==> src/rtl/fec_erasure_pkg.sv <==
// Shared types and constants for the FEC erasure channel.
// LFSR constants are only consumed when FEC_ERASURE_LFSR_EN is defined.
package fec_erasure_pkg;

    localparam int DAT_W = 16;
    localparam int ADR_W = 2;
    localparam int SEL_W = 2;

    localparam logic [15:0] LFSR_SEED = 16'hACE1;
    // Galois taps for x^16+x^14+x^13+x^11+1, right-shifting form
    localparam logic [15:0] LFSR_POLY = 16'hB400;

    typedef enum logic [1:0] {
        S_IDLE,
        S_FWD,
        S_DROP,
        S_FLUSH
    } state_t;

    typedef struct packed {
        logic             we;
        logic [SEL_W-1:0] sel;
        logic [ADR_W-1:0] adr;
        logic [DAT_W-1:0] dat;
    } fab_word_t;

    function automatic logic [15:0] lfsr_next(input logic [15:0] s);
        return (s >> 1) ^ (s[0] ? LFSR_POLY : 16'h0000);
    endfunction

endpackage

==> src/rtl/fec_erasure_skid.sv <==
// Two-entry fabric skid buffer: output register plus skid register,
// with a registered stall so the upstream path stays short.
module fec_erasure_skid
    import fec_erasure_pkg::*;
(
    input  logic      clk,
    input  logic      rst_n,
    input  logic      push,
    input  fab_word_t din,
    input  logic      out_stall,
    output logic      out_vld,
    output fab_word_t dout,
    output logic      stall,
    output logic      empty
);

    fab_word_t skid_q;
    logic      skid_vld;
    logic      pop;

    assign pop   = out_vld & ~out_stall;
    assign empty = ~out_vld & ~skid_vld;

    // One word may still arrive the cycle a stall is first seen;
    // it parks in the skid entry and drains first on release.
    always_ff @(posedge clk) begin
        if (!rst_n) begin
            out_vld  <= 1'b0;
            skid_vld <= 1'b0;
            dout     <= '0;
            skid_q   <= '0;
            stall    <= 1'b0;
        end else begin
            stall <= out_vld & out_stall;
            if (!out_vld || pop) begin
                if (skid_vld) begin
                    dout     <= skid_q;
                    out_vld  <= 1'b1;
                    skid_vld <= push;
                    if (push) skid_q <= din;
                end else begin
                    out_vld <= push;
                    if (push) dout <= din;
                end
            end else if (push) begin
                skid_vld <= 1'b1;
                skid_q   <= din;
            end
        end
    end

endmodule

==> src/rtl/fec_erasure_channel.sv <==
// Lossy-link emulator: forwards or erases whole fabric frames.
// Define FEC_ERASURE_LFSR_EN to add pseudo-random drops.
module fec_erasure_channel
    import fec_erasure_pkg::*;
#(
    parameter int g_period_w = 8,
    parameter int g_cnt_w    = 32
) (
    input  logic                  clk_i,
    input  logic                  rst_n_i,
    input  logic                  snk_cyc_i,
    input  logic                  snk_stb_i,
    input  logic                  snk_we_i,
    input  logic [SEL_W-1:0]      snk_sel_i,
    input  logic [ADR_W-1:0]      snk_adr_i,
    input  logic [DAT_W-1:0]      snk_dat_i,
    output logic                  snk_ack_o,
    output logic                  snk_stall_o,
    output logic                  src_cyc_o,
    output logic                  src_stb_o,
    output logic                  src_we_o,
    output logic [SEL_W-1:0]      src_sel_o,
    output logic [ADR_W-1:0]      src_adr_o,
    output logic [DAT_W-1:0]      src_dat_o,
    input  logic                  src_ack_i,
    input  logic                  src_stall_i,
    input  logic                  cfg_en_i,
    input  logic [g_period_w-1:0] cfg_period_i,
    input  logic [15:0]           cfg_thresh_i,
    output logic [g_cnt_w-1:0]    frames_o,
    output logic [g_cnt_w-1:0]    dropped_o
);

    state_t                state, state_n;
    logic                  armed;
    logic                  ack_q, hold_q;
    logic [g_period_w-1:0] per_cnt;
    logic [g_cnt_w-1:0]    frames_q, dropped_q;
    logic                  start, per_hit, rnd_hit, drop;
    logic                  stb_in, acc_fwd, acc_drop;
    logic                  skid_stall, skid_empty;
    fab_word_t             in_w, out_w;
    logic                  unused_in;

    assign in_w = {snk_we_i, snk_sel_i, snk_adr_i, snk_dat_i};
    assign {src_we_o, src_sel_o, src_adr_o, src_dat_o} = out_w;

    assign snk_ack_o   = ack_q;
    assign snk_stall_o = skid_stall | hold_q;
    assign frames_o    = frames_q;
    assign dropped_o   = dropped_q;

    // armed blocks a frame that was already open when reset released
    assign start   = (state == S_IDLE) & snk_cyc_i & armed;
    assign per_hit = (cfg_period_i != '0) &&
                     (per_cnt == cfg_period_i - g_period_w'(1));
    assign drop    = cfg_en_i & (per_hit | rnd_hit);
    assign stb_in  = snk_cyc_i & snk_stb_i & ~snk_stall_o;

`ifdef FEC_ERASURE_LFSR_EN
    logic [15:0] lfsr_q;

    assign rnd_hit   = lfsr_q < cfg_thresh_i;
    assign unused_in = src_ack_i;

    always_ff @(posedge clk_i) begin
        if (!rst_n_i)   lfsr_q <= LFSR_SEED;
        else if (start) lfsr_q <= lfsr_next(lfsr_q);
    end
`else
    assign rnd_hit   = 1'b0;
    assign unused_in = ^{src_ack_i, cfg_thresh_i};
`endif

    always_ff @(posedge clk_i) begin
        if (!rst_n_i) state <= S_IDLE;
        else          state <= state_n;
    end

    always_comb begin
        state_n = state;
        unique case (state)
            S_IDLE:  if (start) state_n = drop ? S_DROP : S_FWD;
            S_FWD:   if (!snk_cyc_i) state_n = S_FLUSH;
            S_DROP:  if (!snk_cyc_i) state_n = S_IDLE;
            S_FLUSH: if (skid_empty) state_n = S_IDLE;
            default: state_n = S_IDLE;
        endcase
    end

    always_comb begin
        acc_fwd   = 1'b0;
        acc_drop  = 1'b0;
        src_cyc_o = 1'b0;
        unique case (state)
            S_IDLE: begin
                acc_fwd  = start & ~drop & stb_in;
                acc_drop = start & drop & stb_in;
            end
            S_FWD: begin
                src_cyc_o = 1'b1;
                acc_fwd   = stb_in;
            end
            S_DROP:  acc_drop = stb_in;
            S_FLUSH: src_cyc_o = 1'b1;
            default: ;
        endcase
    end

    always_ff @(posedge clk_i) begin
        if (!rst_n_i) begin
            armed     <= 1'b0;
            ack_q     <= 1'b0;
            hold_q    <= 1'b0;
            per_cnt   <= '0;
            frames_q  <= '0;
            dropped_q <= '0;
        end else begin
            armed  <= start ? 1'b0 : (armed | ~snk_cyc_i);
            ack_q  <= acc_fwd | acc_drop;
            hold_q <= (state_n == S_FLUSH);
            if (start) begin
                frames_q <= frames_q + g_cnt_w'(1);
                per_cnt  <= (per_hit || cfg_period_i == '0) ?
                            '0 : per_cnt + g_period_w'(1);
            end
            if (state == S_DROP && !snk_cyc_i)
                dropped_q <= dropped_q + g_cnt_w'(1);
        end
    end

    fec_erasure_skid u_skid (
        .clk       (clk_i),
        .rst_n     (rst_n_i),
        .push      (acc_fwd),
        .din       (in_w),
        .out_stall (src_stall_i),
        .out_vld   (src_stb_o),
        .dout      (out_w),
        .stall     (skid_stall),
        .empty     (skid_empty)
    );

endmodule

==> config.mk <==
export PLATFORM = sky130hd
export DESIGN_NAME = fec_erasure_channel
export DESIGN_NICKNAME = d
export VERILOG_FILES = /design/src/rtl/fec_erasure_pkg.sv /design/src/rtl/fec_erasure_skid.sv /design/src/rtl/fec_erasure_channel.sv
export SDC_FILE = /design/constraint.sdc
export NUM_CORES = 1
export LEC_CHECK = 0
export CAP_MARGIN = 20
export CORE_MARGIN = 2
export CORE_UTILIZATION = 47
export DETAILED_ROUTE_END_ITERATION = 10
export HOLD_SLACK_MARGIN = 0.1
export PLACE_DENSITY = 0.81
export SLEW_MARGIN = 20
export SYNTH_ARGS = -nofsm -noshare
export SYNTH_HDL_FRONTEND = slang
export SYNTH_SLANG_ARGS = --single-unit
==> constraint.sdc <==
create_clock -name clk_i -period 2.78 [get_ports clk_i]
set_clock_uncertainty 0.2 [all_clocks]
set_input_delay 0.556 -clock clk_i [delete_from_list [all_inputs] [get_ports clk_i]]
set_output_delay 0.556 -clock clk_i [all_outputs]
set_load 0.005 [all_outputs]
==> flow_summary.yaml, run 1 <==
floorplanning:
  core_sq_um: 12160
  die_h_um: 116.2
  die_area_sq_um: 13500
  start_util: 0.4863
  rows: 40
  die_w_um: 116.2
  ioPinCount: 141
synth:
  yosysMostFrequentCell: "nand2_1"
  synth.area.top_cells: "dfxtp_1, nand2_1, mux2i_1"
  syn-instance-count: 662
  avgSynthCellArea_sq_um: 8.934
  syn-num-nets: 719
  yosysSeqAreaShare: 0.4129
  async_reset_ff_frac: 0
  synth_edf_count: 0
  yosysWarningCount: 0
  synth_top_area_share: 0.4129
  syn_area_sq_um: 5914
  netlist_top_cells_count: "nand2_1, dfxtp_1, and2_1"
  synthFlopType: "dfxtp_1"
  synth.distinct_cells: 54
  synth-seq-cells: 122
  synth_top_area_cell: "dfxtp_1"
worst_hold_path:
  hold_class: "reg2reg"
  hp-start: "u_skid.dout[7]"
timing:
  period_share: 0.9647
  hold_viol_final: 0
  worst_pin_slew_ps: 537.9
  rsz0062_at_grt: "no"
  maxSlewViolCount: 0
  setup_ws_ps: 98.01
  hold-worst-slack_ps: 255.1
  setup_viol: 0
  period_needed_ps: 2682
  max_slew_margin: 0.6409
  max_freq_ghz: 0.3729
detailed_routing:
  wl_per_cell_um: 14.01
  first_iter_violations: 263
  wirelength_um: 13830
  drt-pass1-iter-count: 4
  viasPerCell: 5.130
  drcViolationCount: 0
  postRouteAntennaNets: 0
  via_count: 5063
global_route:
  grt_pass1_vias: 4936
  grt_max_degree: 86
  antenna_found_initial: 0
  grt_pass1_wl_um: 22610
  grt_usage: 0.2113
  grt_overflow: 0
finish:
  fin_nets: 863
  fillers: 970
  insertedDiodeCount: 0
  layout-drive-gt1-share: 0.1355
  synthToLayoutAreaGrowth_pct: 37.87
clock_network:
  hold_buffers: 0
  cts_setup_buffers: 0
  worst_skew_pair.late_latency_ps: 420
  cts_resized: 0
  cts_buffers: 17
  path_clk_slew_ps: 60
  clockRootBuffer: "clkbuf_16"
  cts_sinks: 122
  clock_path_buffers: 2
  cts_tree: "built"
  htreeDepth: 4
setup_path:
  crit_fanout: 6
  end_kind: "register"
  rr_startpoint: "dropped_o[12]"
  required_ps: 2880
  arrival_ps: 2790
  setup.worst_path.class: "in2reg"
  cp-start-kind: "input pin"
  crit_start: "cfg_period_i[3]"
power:
  p_leak_nw: 3.040
  vdd_drop_max_mv: 0.3698
  powerDensity_nw_per_um2: 519.9
status:
  status: "finished, final reports clean"
place:
  dp_hpwl_um: 9767
  gp_congestion: 0.8086
  dp_slack_ps: -370.2
  io_buffers: 123
run:
  maxCapViolations: 0
-- cells in the final DEF (no fill, tap or decap), drive strengths merged, types with 2 or more instances in the layout --
cell             n
a21boi           7
a21oi            5
and2            56
and3            10
and4             6
buf             35
bufinv           2
clkbuf          22
clkdlybuf4s50  120
clkinv           5
clkinvlp         4
dfxtp          122
dlymetal6s2s     2
ha               5
inv             12
mux2            21
mux2i           43
nand2          134
nand2b           5
nand3           23
nand4           18
nor2            23
nor2b            3
nor3            19
nor3b            2
nor4             4
o21ai           12
o22ai            2
or2              2
or3              7
or4b             2
xnor2           49
xor2            21
-- layer usage --
layer | GRT usage | wire length (um)
met5 | 0 | 0
met4 | 0.08175 | 242
met3 | 0.07006 | 710
met2 | 0.3696 | 6876
met1 | 0.2394 | 6003
-- worst max-delay path: stages --
cell             delay, ps
clkdlybuf4s50_1        450
or3_1                  410
o21ai_1                130
or3b_4                 420
or4_4                  530
a21oi_4                210
nor2_1                  70
-- logic make-up after synthesis --
logic type,synth area share
flip-flops,0.4129
XOR/XNOR,0.1037
adder cells (fa/ha/maj),0.01058
AND/OR/NAND/NOR,0.2809
AO/OA/AOI/OAI,0.04527
multiplexers,0.1128
buffers and inverters,0.03385
-- state kept, by name, indices dropped and copies added (netlist names) --
signal,cells
dropped_o,32
frames_o,32
hold_q,1
armed,1
snk_ack_o,1
state,2
u_skid.out_vld,1
u_skid.skid_vld,1
per_cnt,8
u_skid.stall,1
u_skid.dout,21
u_skid.skid_q,21
-- report_power, final --
group	internal [mW]	total (mW)	switching (mW)	leakage [nW]
Combinational	0.152	0.278	0.126	1.77
Clock	1.38	2.18	0.792	0.281
Sequential	1.77	1.79	0.0183	0.984
-- final cells by class --
class	instances	area [sq um]	share of cell area
inverters	12	45.04	0.005524
clock buffers	21	470.5	0.05770
multi-input cells	495	3316	0.4066
flip-flops and latches	122	2442	0.2995
well taps	168	210.2	0.02578
repair buffers	158	1551	0.1903
clock inverters	11	118.9	0.01458
-- per-stage QoR --
stage	utilization	cells	power [mW]	cell area, sq um	setup TNS (ps)
detailed placement	0.6179	954	2.099	7515	-19380
finish	0.6705	987	4.239	8154	0
global placement	0.6179	954	2.089	7515	-17240
global route	0.6705	987	4.398	8154	0
CTS	0.6664	986	4.291	8104	0
floorplan	-	662	1.959	5914	0
-- worst paths after layout --
check | to | slack [ps] | cells past startpoint
max reg2reg | dropped_o[27] | 250 | 6
min reg2reg | u_skid.dout[7] | 260 | 2
max | per_cnt[4] | 100 | 7
min | u_skid.dout[7] | 260 | 2
Note: power is estimated with default switching activity, not from simulation.
==> inputs of run 2 (changes only) <==
CORE_UTILIZATION = 45   (was 47)
RECOVER_POWER = 50   (was default)
clock period = 2.3 ns   (was 2.78 ns; I/O delays follow)
==> flow_summary.yaml, run 2 (synthesis gave the netlist of run 1 again) <==
timing:
  hold-worst-slack_ps: 255.7
  hold_viol_final: 0
  period_share: 1.015
  rsz0062_at_grt: "yes"
  maxSlewViolCount: 0
  worst_pin_slew_ps: 387.3
  period_needed_ps: 2335
  setup_ws_ps: -34.71
  setup_viol: 12
  setup-tns-final_ps: -139.2
  max_slew_margin: 0.7402
  max_freq_ghz: 0.4283
floorplanning:
  rows: 41
  die_area_sq_um: 14080
  ioPinCount: 141
  die_w_um: 118.6
  start_util: 0.4649
  die_h_um: 118.6
  core_sq_um: 12720
global_route:
  grt_overflow: 0
  grt_max_degree: 92
  grt_pass1_wl_um: 24900
  grt_usage: 0.2151
  antenna_found_initial: 0
  grt_pass1_vias: 5276
setup_path:
  setup.worst_path.class: "in2reg"
  rr_startpoint: "per_cnt[6]"
  cp-start-kind: "input pin"
  rrSetupSlack_ps: 0
  end_kind: "register"
  required_ps: 2430
  crit_fanout: 6
  rr_worst_depth: 9
  r2r_end: "u_skid.dout[10]"
  arrival_ps: 2460
place:
  dp_hpwl_um: 10460
  gp_congestion: 0.8827
  dp_slack_ps: -749.5
  io_buffers: 123
finish:
  layout_common_cells: "nand2_1, dfxtp_1, dlygate4sd3_1"
  insertedDiodeCount: 0
  mostFrequentLayoutCell: "nand2_1"
  fin_util: 0.6809
  fin_nets: 904
  layout-drive-gt1-share: 0.2000
  synthToLayoutAreaGrowth_pct: 46.46
power:
  cellInternalPower_mw: 4.104
  clkPwrFrac: 0.516
  vdd_drop_max_mv: 0.4571
  seqPwrFrac: 0.408
  switching_share: 0.2221
  powerDensity_nw_per_um2: 609.1
  power_mw: 5.276
  p_leak_nw: 3.492
  p_switching_mw: 1.172
  p_comb_frac: 0.076
clock_network:
  worst_skew_pair.late_latency_ps: 410
  cts_sinks: 122
  cts_tree: "built"
  path_clk_slew_ps: 50
  clock_path_buffers: 2
  clockRootBuffer: "clkbuf_16"
  cts_buffers: 17
  htreeDepth: 4
detailed_routing:
  drcViolationCount: 0
  via_count: 5343
  drt-pass1-iter-count: 5
  postRouteAntennaNets: 0
  viasPerCell: 5.177
  wl_per_cell_um: 15.39
  wirelength_um: 15880
  first_iter_violations: 383
worst_hold_path:
  hold_class: "reg2reg"
  hold_depth: 2
  min_to: "u_skid.dout[13]"
  hp-start: "u_skid.dout[13]"
status:
  violations: "setup timing"
  status: "finished, violations left"
run:
  maxCapViolations: 0
## run 2: cell count changes in the layout (fill, tap and decap cells not counted), moves of 4 or more
cell / delta
and2_0: +4
and2_1: -4
buf_4: +24
buf_6: +7
clkbuf_1: +7
clkdlybuf4s50_1: -70
dfxtp_1: -4
dfxtp_2: +4
dlygate4sd3_1: +63
nor3_1: -7
nor3_2: +6
## run 2: layout make-up
class / count / area (sq um)
Fill cell: 986 / 4060
Multi-Input combinational cell: 496 / 3466
Sequential cell: 122 / 2447
Timing Repair Buffer: 198 / 1877
Clock buffer: 21 / 460.4
Tap cell: 172 / 215.2
Clock inverter: 11 / 145.1
Inverter: 12 / 51.30
## run 2: repair_timing
item,CTS,global route
gates resized for setup,36,39
gates cloned,1,3
buffers inserted,5,4
setup endpoints to repair,58,75
pin swaps,13,12
hold buffers,0,0
## run 2: worst max-delay path, stage by stage
cell      delay [ps]
buf_8            100
or3_4            400
o21ai_2          130
or3b_4           400
buf_6            130
nor4_4           250
a221oi_4         110
buf_6            160
buf_12           140
mux2i_2          180
## run 2: power by group through the flow
stage | sequential, mW | clock (mW) | combinational, mW
4_1_cts | 2.15 | 2.75 | 0.369
6_report | 2.15 | 2.72 | 0.399
5_1_grt | 2.16 | 2.87 | 0.426
3_5_place_dp | 2.20 | 0 | 0.355
3_3_place_gp | 2.20 | 0 | 0.342
2_1_floorplan | 2.19 | 0 | 0.175
## run 2: through the flow
stage,cell area [sq um],cells
final,8662,1032
after global routing,8662,1032
after CTS,8468,1025
after detailed placement,7749,988
after global placement,7749,988
after floorplan,5918,662
## run 2: how the worst max path moves through the flow
| stage | from | end | slack (ps) |
|---|---|---|---|
| 6_report | cfg_period_i[4] | u_skid.dout[10] | -30 |
| 5_1_grt | per_cnt[4] | u_skid.dout[10] | -140 |
| 4_1_cts | snk_cyc_i | u_skid.dout[10] | -20 |
| 3_5_place_dp | cfg_period_i[1] | u_skid.dout[10] | -750 |
| 3_3_place_gp | cfg_period_i[0] | per_cnt[5] | -660 |
| 2_1_floorplan | cfg_period_i[3] | per_cnt[2] | -80 |
## run 2: metal layers
metal	wire length [um]	vias to the layer above	track usage	share of wire
met5	0	-	0	0
met4	380	0	0.07217	0.024
li1	-	2595	-	-
met3	841	41	0.05405	0.053
met1	6786	2521	0.2555	0.43
met2	7873	186	0.3764	0.50
==> inputs of run 3 (changes only) <==
CTS_CLUSTER_SIZE = 12   (was default)
==> results of run 3 <==
Final layout, timing and power as in run 2 (identical DEF).
